==> config.mk <==
export PLATFORM = sky130hd
export DESIGN_NAME = vga_timing_gen_flat
export DESIGN_NICKNAME = d
export VERILOG_FILES = /design/src/rtl/vga_timing_gen_if.sv /design/src/rtl/vga_timing_gen.sv /design/src/flat_wrapper.sv
export SDC_FILE = /design/constraint.sdc
export NUM_CORES = 1
export LEC_CHECK = 0
export BUFFER_PORTS_ARGS = -buffer_cell sky130_fd_sc_hd__buf_2
export CORE_ASPECT_RATIO = 0.5
export CORE_MARGIN = 1.5
export CORE_UTILIZATION = 59
export DETAILED_ROUTE_END_ITERATION = 6
export GPL_TIMING_DRIVEN = 0
export PLACE_DENSITY = 0.94
export SLEW_MARGIN = 20
export SYNTH_ARGS = -nofsm -noshare
export SYNTH_HDL_FRONTEND = slang
export SYNTH_SLANG_ARGS = --single-unit
==> constraint.sdc <==
create_clock -name clk -period 2.8 [get_ports clk]
set_input_delay 0.14 -clock clk [delete_from_list [all_inputs] [get_ports clk]]
set_output_delay 0.14 -clock clk [all_outputs]
set_load 0.05 [all_outputs]
==> src/rtl/vga_timing_gen_if.sv <==
// Pixel-coordinate interface: the timing generator drives it, renderers consume it.
interface vga_timing_gen_if;
    localparam int unsigned COORD_W = 10;

    logic [COORD_W-1:0] pix_x;
    logic [COORD_W-1:0] pix_y;
    logic               h_sync;
    logic               v_sync;
    logic               display_on;
    logic               frame_tick;
    logic               blink_signal;

    modport master (
        output pix_x, pix_y, h_sync, v_sync, display_on, frame_tick, blink_signal
    );

    modport slave (
        input  pix_x, pix_y, h_sync, v_sync, display_on, frame_tick, blink_signal
    );
endinterface

==> src/rtl/vga_timing_gen.sv <==
// VGA raster timing generator: pixel counters, syncs, active-video flag,
// per-frame tick and a slow blink square wave. All outputs are registered
// and decoded from the next-state counter values so they stay aligned.
module vga_timing_gen #(
    parameter int unsigned H_ACTIVE     = 640,
    parameter int unsigned H_FP         = 16,
    parameter int unsigned H_SYNC       = 96,
    parameter int unsigned H_BP         = 48,
    parameter int unsigned V_ACTIVE     = 480,
    parameter int unsigned V_FP         = 10,
    parameter int unsigned V_SYNC       = 2,
    parameter int unsigned V_BP         = 33,
    parameter bit          SYNC_ACTIVE  = 1'b0,
    parameter int unsigned BLINK_FRAMES = 30
) (
    input  logic              clk,
    input  logic              rst_n,
    input  logic              pix_ce,
    vga_timing_gen_if.master  vga
);

    localparam int unsigned CW       = 10;
    localparam int unsigned DW       = 11;
    localparam int unsigned BW       = 8;
    localparam int unsigned H_TOTAL  = H_ACTIVE + H_FP + H_SYNC + H_BP;
    localparam int unsigned V_TOTAL  = V_ACTIVE + V_FP + V_SYNC + V_BP;
    localparam int unsigned HS_START = H_ACTIVE + H_FP;
    localparam int unsigned HS_END   = HS_START + H_SYNC;
    localparam int unsigned VS_START = V_ACTIVE + V_FP;
    localparam int unsigned VS_END   = VS_START + V_SYNC;

    // Reject timings the 10-bit counters cannot hold and unusable blink periods.
    if (H_TOTAL > 1024 || V_TOTAL > 1024) begin : g_bad_total
        $error("vga_timing_gen: H_TOTAL and V_TOTAL must not exceed 1024");
    end
    if (BLINK_FRAMES == 0 || BLINK_FRAMES > 255) begin : g_bad_blink
        $error("vga_timing_gen: BLINK_FRAMES must be in 1..255");
    end

    logic [1:0]    rst_sync_q, rst_sync_d;
    logic          rst_int_n;

    logic [CW-1:0] pix_x_q, pix_x_d;
    logic [CW-1:0] pix_y_q, pix_y_d;
    logic          h_sync_q, h_sync_d;
    logic          v_sync_q, v_sync_d;
    logic          display_on_q, display_on_d;
    logic          frame_tick_q, frame_tick_d;
    logic          blink_q, blink_d;
    logic [BW-1:0] blink_cnt_q, blink_cnt_d;
    logic          h_win_c, v_win_c;

    // Reset release synchroniser: assertion is immediate, release waits two clocks.
    always_comb begin
        rst_sync_d = {rst_sync_q[0], 1'b1};
    end

    always_ff @(posedge clk or negedge rst_n) begin
        if (!rst_n) rst_sync_q <= '0;
        else        rst_sync_q <= rst_sync_d;
    end

    assign rst_int_n = rst_sync_q[1];

    // Next-state counters and decode of the next-state position.
    always_comb begin
        pix_x_d     = pix_x_q;
        pix_y_d     = pix_y_q;
        blink_cnt_d = blink_cnt_q;
        blink_d     = blink_q;

        if (pix_ce) begin
            if (pix_x_q == CW'(H_TOTAL - 1)) begin
                pix_x_d = '0;
                if (pix_y_q == CW'(V_TOTAL - 1)) pix_y_d = '0;
                else                             pix_y_d = pix_y_q + CW'(1);
            end else begin
                pix_x_d = pix_x_q + CW'(1);
            end
        end

        h_win_c = (DW'(pix_x_d) >= DW'(HS_START)) && (DW'(pix_x_d) < DW'(HS_END));
        v_win_c = (DW'(pix_y_d) >= DW'(VS_START)) && (DW'(pix_y_d) < DW'(VS_END));

        h_sync_d     = h_win_c ? SYNC_ACTIVE : ~SYNC_ACTIVE;
        v_sync_d     = v_win_c ? SYNC_ACTIVE : ~SYNC_ACTIVE;
        display_on_d = (DW'(pix_x_d) < DW'(H_ACTIVE)) && (DW'(pix_y_d) < DW'(V_ACTIVE));

        // Only a real advance into (0, V_ACTIVE) fires the tick; holding drops it.
        frame_tick_d = pix_ce && (pix_x_d == '0) && (pix_y_d == CW'(V_ACTIVE));

        if (frame_tick_d) begin
            if (blink_cnt_q == BW'(BLINK_FRAMES - 1)) begin
                blink_cnt_d = '0;
                blink_d     = ~blink_q;
            end else begin
                blink_cnt_d = blink_cnt_q + BW'(1);
            end
        end
    end

    // Output and counter registers.
    always_ff @(posedge clk or negedge rst_int_n) begin
        if (!rst_int_n) begin
            pix_x_q      <= '0;
            pix_y_q      <= '0;
            h_sync_q     <= ~SYNC_ACTIVE;
            v_sync_q     <= ~SYNC_ACTIVE;
            display_on_q <= 1'b1;
            frame_tick_q <= 1'b0;
            blink_q      <= 1'b1;
            blink_cnt_q  <= '0;
        end else begin
            pix_x_q      <= pix_x_d;
            pix_y_q      <= pix_y_d;
            h_sync_q     <= h_sync_d;
            v_sync_q     <= v_sync_d;
            display_on_q <= display_on_d;
            frame_tick_q <= frame_tick_d;
            blink_q      <= blink_d;
            blink_cnt_q  <= blink_cnt_d;
        end
    end

    assign vga.pix_x        = pix_x_q;
    assign vga.pix_y        = pix_y_q;
    assign vga.h_sync       = h_sync_q;
    assign vga.v_sync       = v_sync_q;
    assign vga.display_on   = display_on_q;
    assign vga.frame_tick   = frame_tick_q;
    assign vga.blink_signal = blink_q;

endmodule

==> src/flat_wrapper.sv <==
// flat-port wrapper written by rule: the top's interface ports become plain ports
module vga_timing_gen_flat 
#(
    parameter int unsigned H_ACTIVE     = 640,
    parameter int unsigned H_FP         = 16,
    parameter int unsigned H_SYNC       = 96,
    parameter int unsigned H_BP         = 48,
    parameter int unsigned V_ACTIVE     = 480,
    parameter int unsigned V_FP         = 10,
    parameter int unsigned V_SYNC       = 2,
    parameter int unsigned V_BP         = 33,
    parameter bit          SYNC_ACTIVE  = 1'b0,
    parameter int unsigned BLINK_FRAMES = 30
)
  (clk, rst_n, pix_ce, vga_pix_x, vga_pix_y, vga_h_sync, vga_v_sync, vga_display_on, vga_frame_tick, vga_blink_signal);
  vga_timing_gen_if vga_i ();
  input  logic clk;
  input  logic rst_n;
  input  logic pix_ce;
  output wire logic [$bits(vga_i.pix_x)-1:0] vga_pix_x;
  output wire logic [$bits(vga_i.pix_y)-1:0] vga_pix_y;
  output wire logic [$bits(vga_i.h_sync)-1:0] vga_h_sync;
  output wire logic [$bits(vga_i.v_sync)-1:0] vga_v_sync;
  output wire logic [$bits(vga_i.display_on)-1:0] vga_display_on;
  output wire logic [$bits(vga_i.frame_tick)-1:0] vga_frame_tick;
  output wire logic [$bits(vga_i.blink_signal)-1:0] vga_blink_signal;
  assign vga_pix_x = vga_i.pix_x;
  assign vga_pix_y = vga_i.pix_y;
  assign vga_h_sync = vga_i.h_sync;
  assign vga_v_sync = vga_i.v_sync;
  assign vga_display_on = vga_i.display_on;
  assign vga_frame_tick = vga_i.frame_tick;
  assign vga_blink_signal = vga_i.blink_signal;
  vga_timing_gen #(.H_ACTIVE(H_ACTIVE), .H_FP(H_FP), .H_SYNC(H_SYNC), .H_BP(H_BP), .V_ACTIVE(V_ACTIVE), .V_FP(V_FP), .V_SYNC(V_SYNC), .V_BP(V_BP), .SYNC_ACTIVE(SYNC_ACTIVE), .BLINK_FRAMES(BLINK_FRAMES)) u_core (.clk(clk), .rst_n(rst_n), .pix_ce(pix_ce), .vga(vga_i));
endmodule
==> impl_metrics.json <==
{
  "ys_seq_elements": 35,
  "synth_area_per_cell_um2": 9.768,
  "clkLatencyLatePin_ns": 0.30,
  "setup_ws_ns": -0.3054,
  "finalSetupViolCount": 11,
  "io_pins": 28,
  "tritoncts": "yes",
  "area_delta_synth_final_pct": 35.38,
  "clock_skew_ns": 0.008429,
  "rrSetupSlack_ns": -0.31,
  "critPathLaunchType": "flop",
  "crit_arrival_ns": 3.29,
  "slew_headroom": 0.4910,
  "maxCapViolCount": 0,
  "required_ns": 2.98,
  "status": "finished with violations",
  "synth.cell_area_um2": 1973,
  "avgViaCountPerCell": 7.069,
  "drtAntennaViolNets": 0,
  "irDropWorstVdd_uv": 623.0,
  "maxSlewViolCount": 0,
  "worstMarginPinSlew_ns": 0.7615,
  "mostFrequentLayoutCells": "buf_2, buf_4, nand3_1, dfrtp_1, nand2_1",
  "grt_use_total": 0.3074,
  "hpwlAfterDp_mm": 2.872,
  "fin_nets": 270,
  "critPathMaxStageDelay_ns": 0.62,
  "fin_area_um2": 2671,
  "grt_pass1_vias": 1725,
  "crit_type": "flop to flop",
  "rr_endpoint": "u_core.blink_cnt_q[1]",
  "hold_class": "input port to async pin",
  "via_count": 2142,
  "layout_commonest_cell": "buf_2",
  "antenna_found_initial": 0,
  "grt_pass1_wl_mm": 8.438,
  "cp_slowest_cell": "or4bb_4",
  "worstPathMaxFanout": 9,
  "yosysWarnings": 0,
  "drt_iter0_drc": 267,
  "finalHoldViolations": 0,
  "dieHeight_um": 43.89,
  "port_buffers": 27,
  "grt_max_degree": 34,
  "worstReg2RegStart": "u_core.vga.pix_x[2]",
  "synth.yosys.seq_area_share": 0.4464,
  "synth_cell_types": 52,
  "leakagePower_uw": 0.001267,
  "syn_nets": 210,
  "place_congestion": 0.8855,
  "cts.clk_slew.worst_paths_ns": 0.08,
  "rsz0062_at_grt": "true",
  "dieArea_um2": 3721,
  "fmax_mhz": 322.0,
  "placedInstanceArea_um2": 2196,
  "ys_async_sr_fraction": 1.000,
  "final_util": 0.8616,
  "drive_gt1_frac": 0.4563,
  "core_um2": 3100,
  "synth_cells": 202,
  "num_antenna_cells": 0,
  "fin_crit_sh": 1.109,
  "ctsRootBufferMaster": "clkbuf_8",
  "initial_core_util": 0.6364,
  "violations": "DRC, setup timing",
  "critPathTopFamily": "simple AND/OR/NAND/NOR gates",
  "synth_edf_count": 0,
  "htree_levels": 2,
  "clockBufferDepth": 2,
  "crit_chain": "buf_2, nand3_1, nor4_1, mux2_2, or4bb_4, or3_4, mux2_4",
  "finalWirelength_mm": 7.106,
  "reg2regPathDepth": 7,
  "power.density_nw_per_um2": 549.9,
  "crit_buf_inv": 1,
  "cts_buffers": 5,
  "wire_per_inst_um": 23.45,
  "fin_crit_ns": 3.105,
  "num_rows": 14,
  "cp-startpoint": "u_core.vga.pix_x[2]",
  "cts_num_sinks": 35,
  "die_w_um": 84.79,
  "gr-total-overflow": 0,
  "route.detailed.drc": 2,
  "synth_ff_type": "dfrtp_1",
  "end_kind": "flop",
  "dr.pass1.iters": 7
}
[layer usage]
layer  up-vias  routed length, µm  GRT usage
met1       991               2718     0.4027
met5         -                  0          0
met2       226               2998     0.4560
met3        65                892     0.1200
met4         0                496     0.1475
li1        860                  -          -
[final cells by class]
type                    count  area [µm²]
multi-input cells         145        1189
flip-flops and latches     35       894.6
fillers                   134       429.2
repair buffers             58       371.6
clock buffers               7       86.33
well taps                  40       50.05
inverters                  12       45.04
plain buffers               5       30.03
clock inverters             1       5.005
[state kept, by name, summed over array words and instances, names as in the netlist]
register / count
u_core.vga.v_sync: 1
u_core.blink_cnt_q: 8
u_core.vga.h_sync: 1
u_core.vga.frame_tick: 1
u_core.vga.blink_signal: 1
u_core.rst_sync_q: 2
u_core.vga.pix_y: 10
u_core.vga.display_on: 1
u_core.vga.pix_x: 10
[where the power goes]
part | switching (µW) | total [µW] | internal (µW)
Clock | 198 | 396 | 199
Combinational | 332 | 472 | 140
Sequential | 52.1 | 601 | 548
Total | 582 | 1470 | 887
[through the flow]
step | TNS (ns) | hold slack (ns) | setup slack, ns | std cells | total power (µW)
6_report | -2.238 | 0.1506 | -0.3054 | 303 | 1469
5_1_grt | -2.542 | 0.1466 | -0.2985 | 303 | 1507
4_1_cts | -0.7565 | 0.1421 | -0.1494 | 290 | 1379
3_5_place_dp | -4.076 | -0.07311 | -0.5537 | 269 | 973.1
3_3_place_gp | -3.032 | -0.07268 | -0.4656 | 269 | 962.2
2_1_floorplan | -1.832 | -0.1556 | -0.3728 | 202 | 890.6
[cells by family after synthesis]
group	share of synthesized area
other cells	0.001901
compound gates	0.1319
simple gates	0.2524
xor+xnor	0.05327
buf+inv	0.05580
flops	0.4464
fa+ha+maj	0.03171
mux	0.02663
[worst max path at each step]
stage / slack, ns / depth (start not counted) / end
floorplan: -0.37 / 11 / u_core.blink_cnt_q[0]
global placement: -0.47 / 11 / u_core.blink_cnt_q[0]
detailed placement: -0.55 / 11 / u_core.blink_cnt_q[0]
CTS: -0.15 / 8 / u_core.blink_cnt_q[1]
global route: -0.30 / 9 / u_core.blink_cnt_q[1]
finish: -0.31 / 7 / u_core.blink_cnt_q[1]
[cells in the mapped netlist (2+ instances only)]
master	n	area (µm²)
nand3_1	20	100.1
and2_1	2	12.51
mux2_2	2	22.52
nor2_1	10	37.54
ha_1	5	62.56
nand2b_1	5	31.28
clkbuf_2	2	10.01
nand4_1	4	25.02
or3_1	2	12.51
buf_2	2	10.01
o41ai_1	3	26.28
xor2_1	8	70.07
nand2_1	13	48.80
o21ai_0	8	40.04
a31oi_1	4	25.02
nor3_1	9	45.04
mux2_4	2	30.03
dfrtp_1	31	775.7
nor4_1	4	25.02
buf_6	3	33.78
a31o_2	2	17.52
dfstp_2	4	105.1
a211oi_1	2	15.01
xnor2_1	4	35.03
nor4b_1	2	17.52
clkbuf_1	3	11.26
o31ai_1	4	30.03
inv_1	12	45.04
a21o_1	2	15.01
a21oi_1	4	20.02
and3_1	3	18.77
[what timing repair did]
action,4_1_cts,5_1_grt
setup endpoints to repair,11,11
hold endpoints to repair,2,0
hold buffers,1,0
resized for setup,18,19
pin swaps,9,14
cloned,1,0
setup buffers,15,14
(Power assumes the default switching activity.)
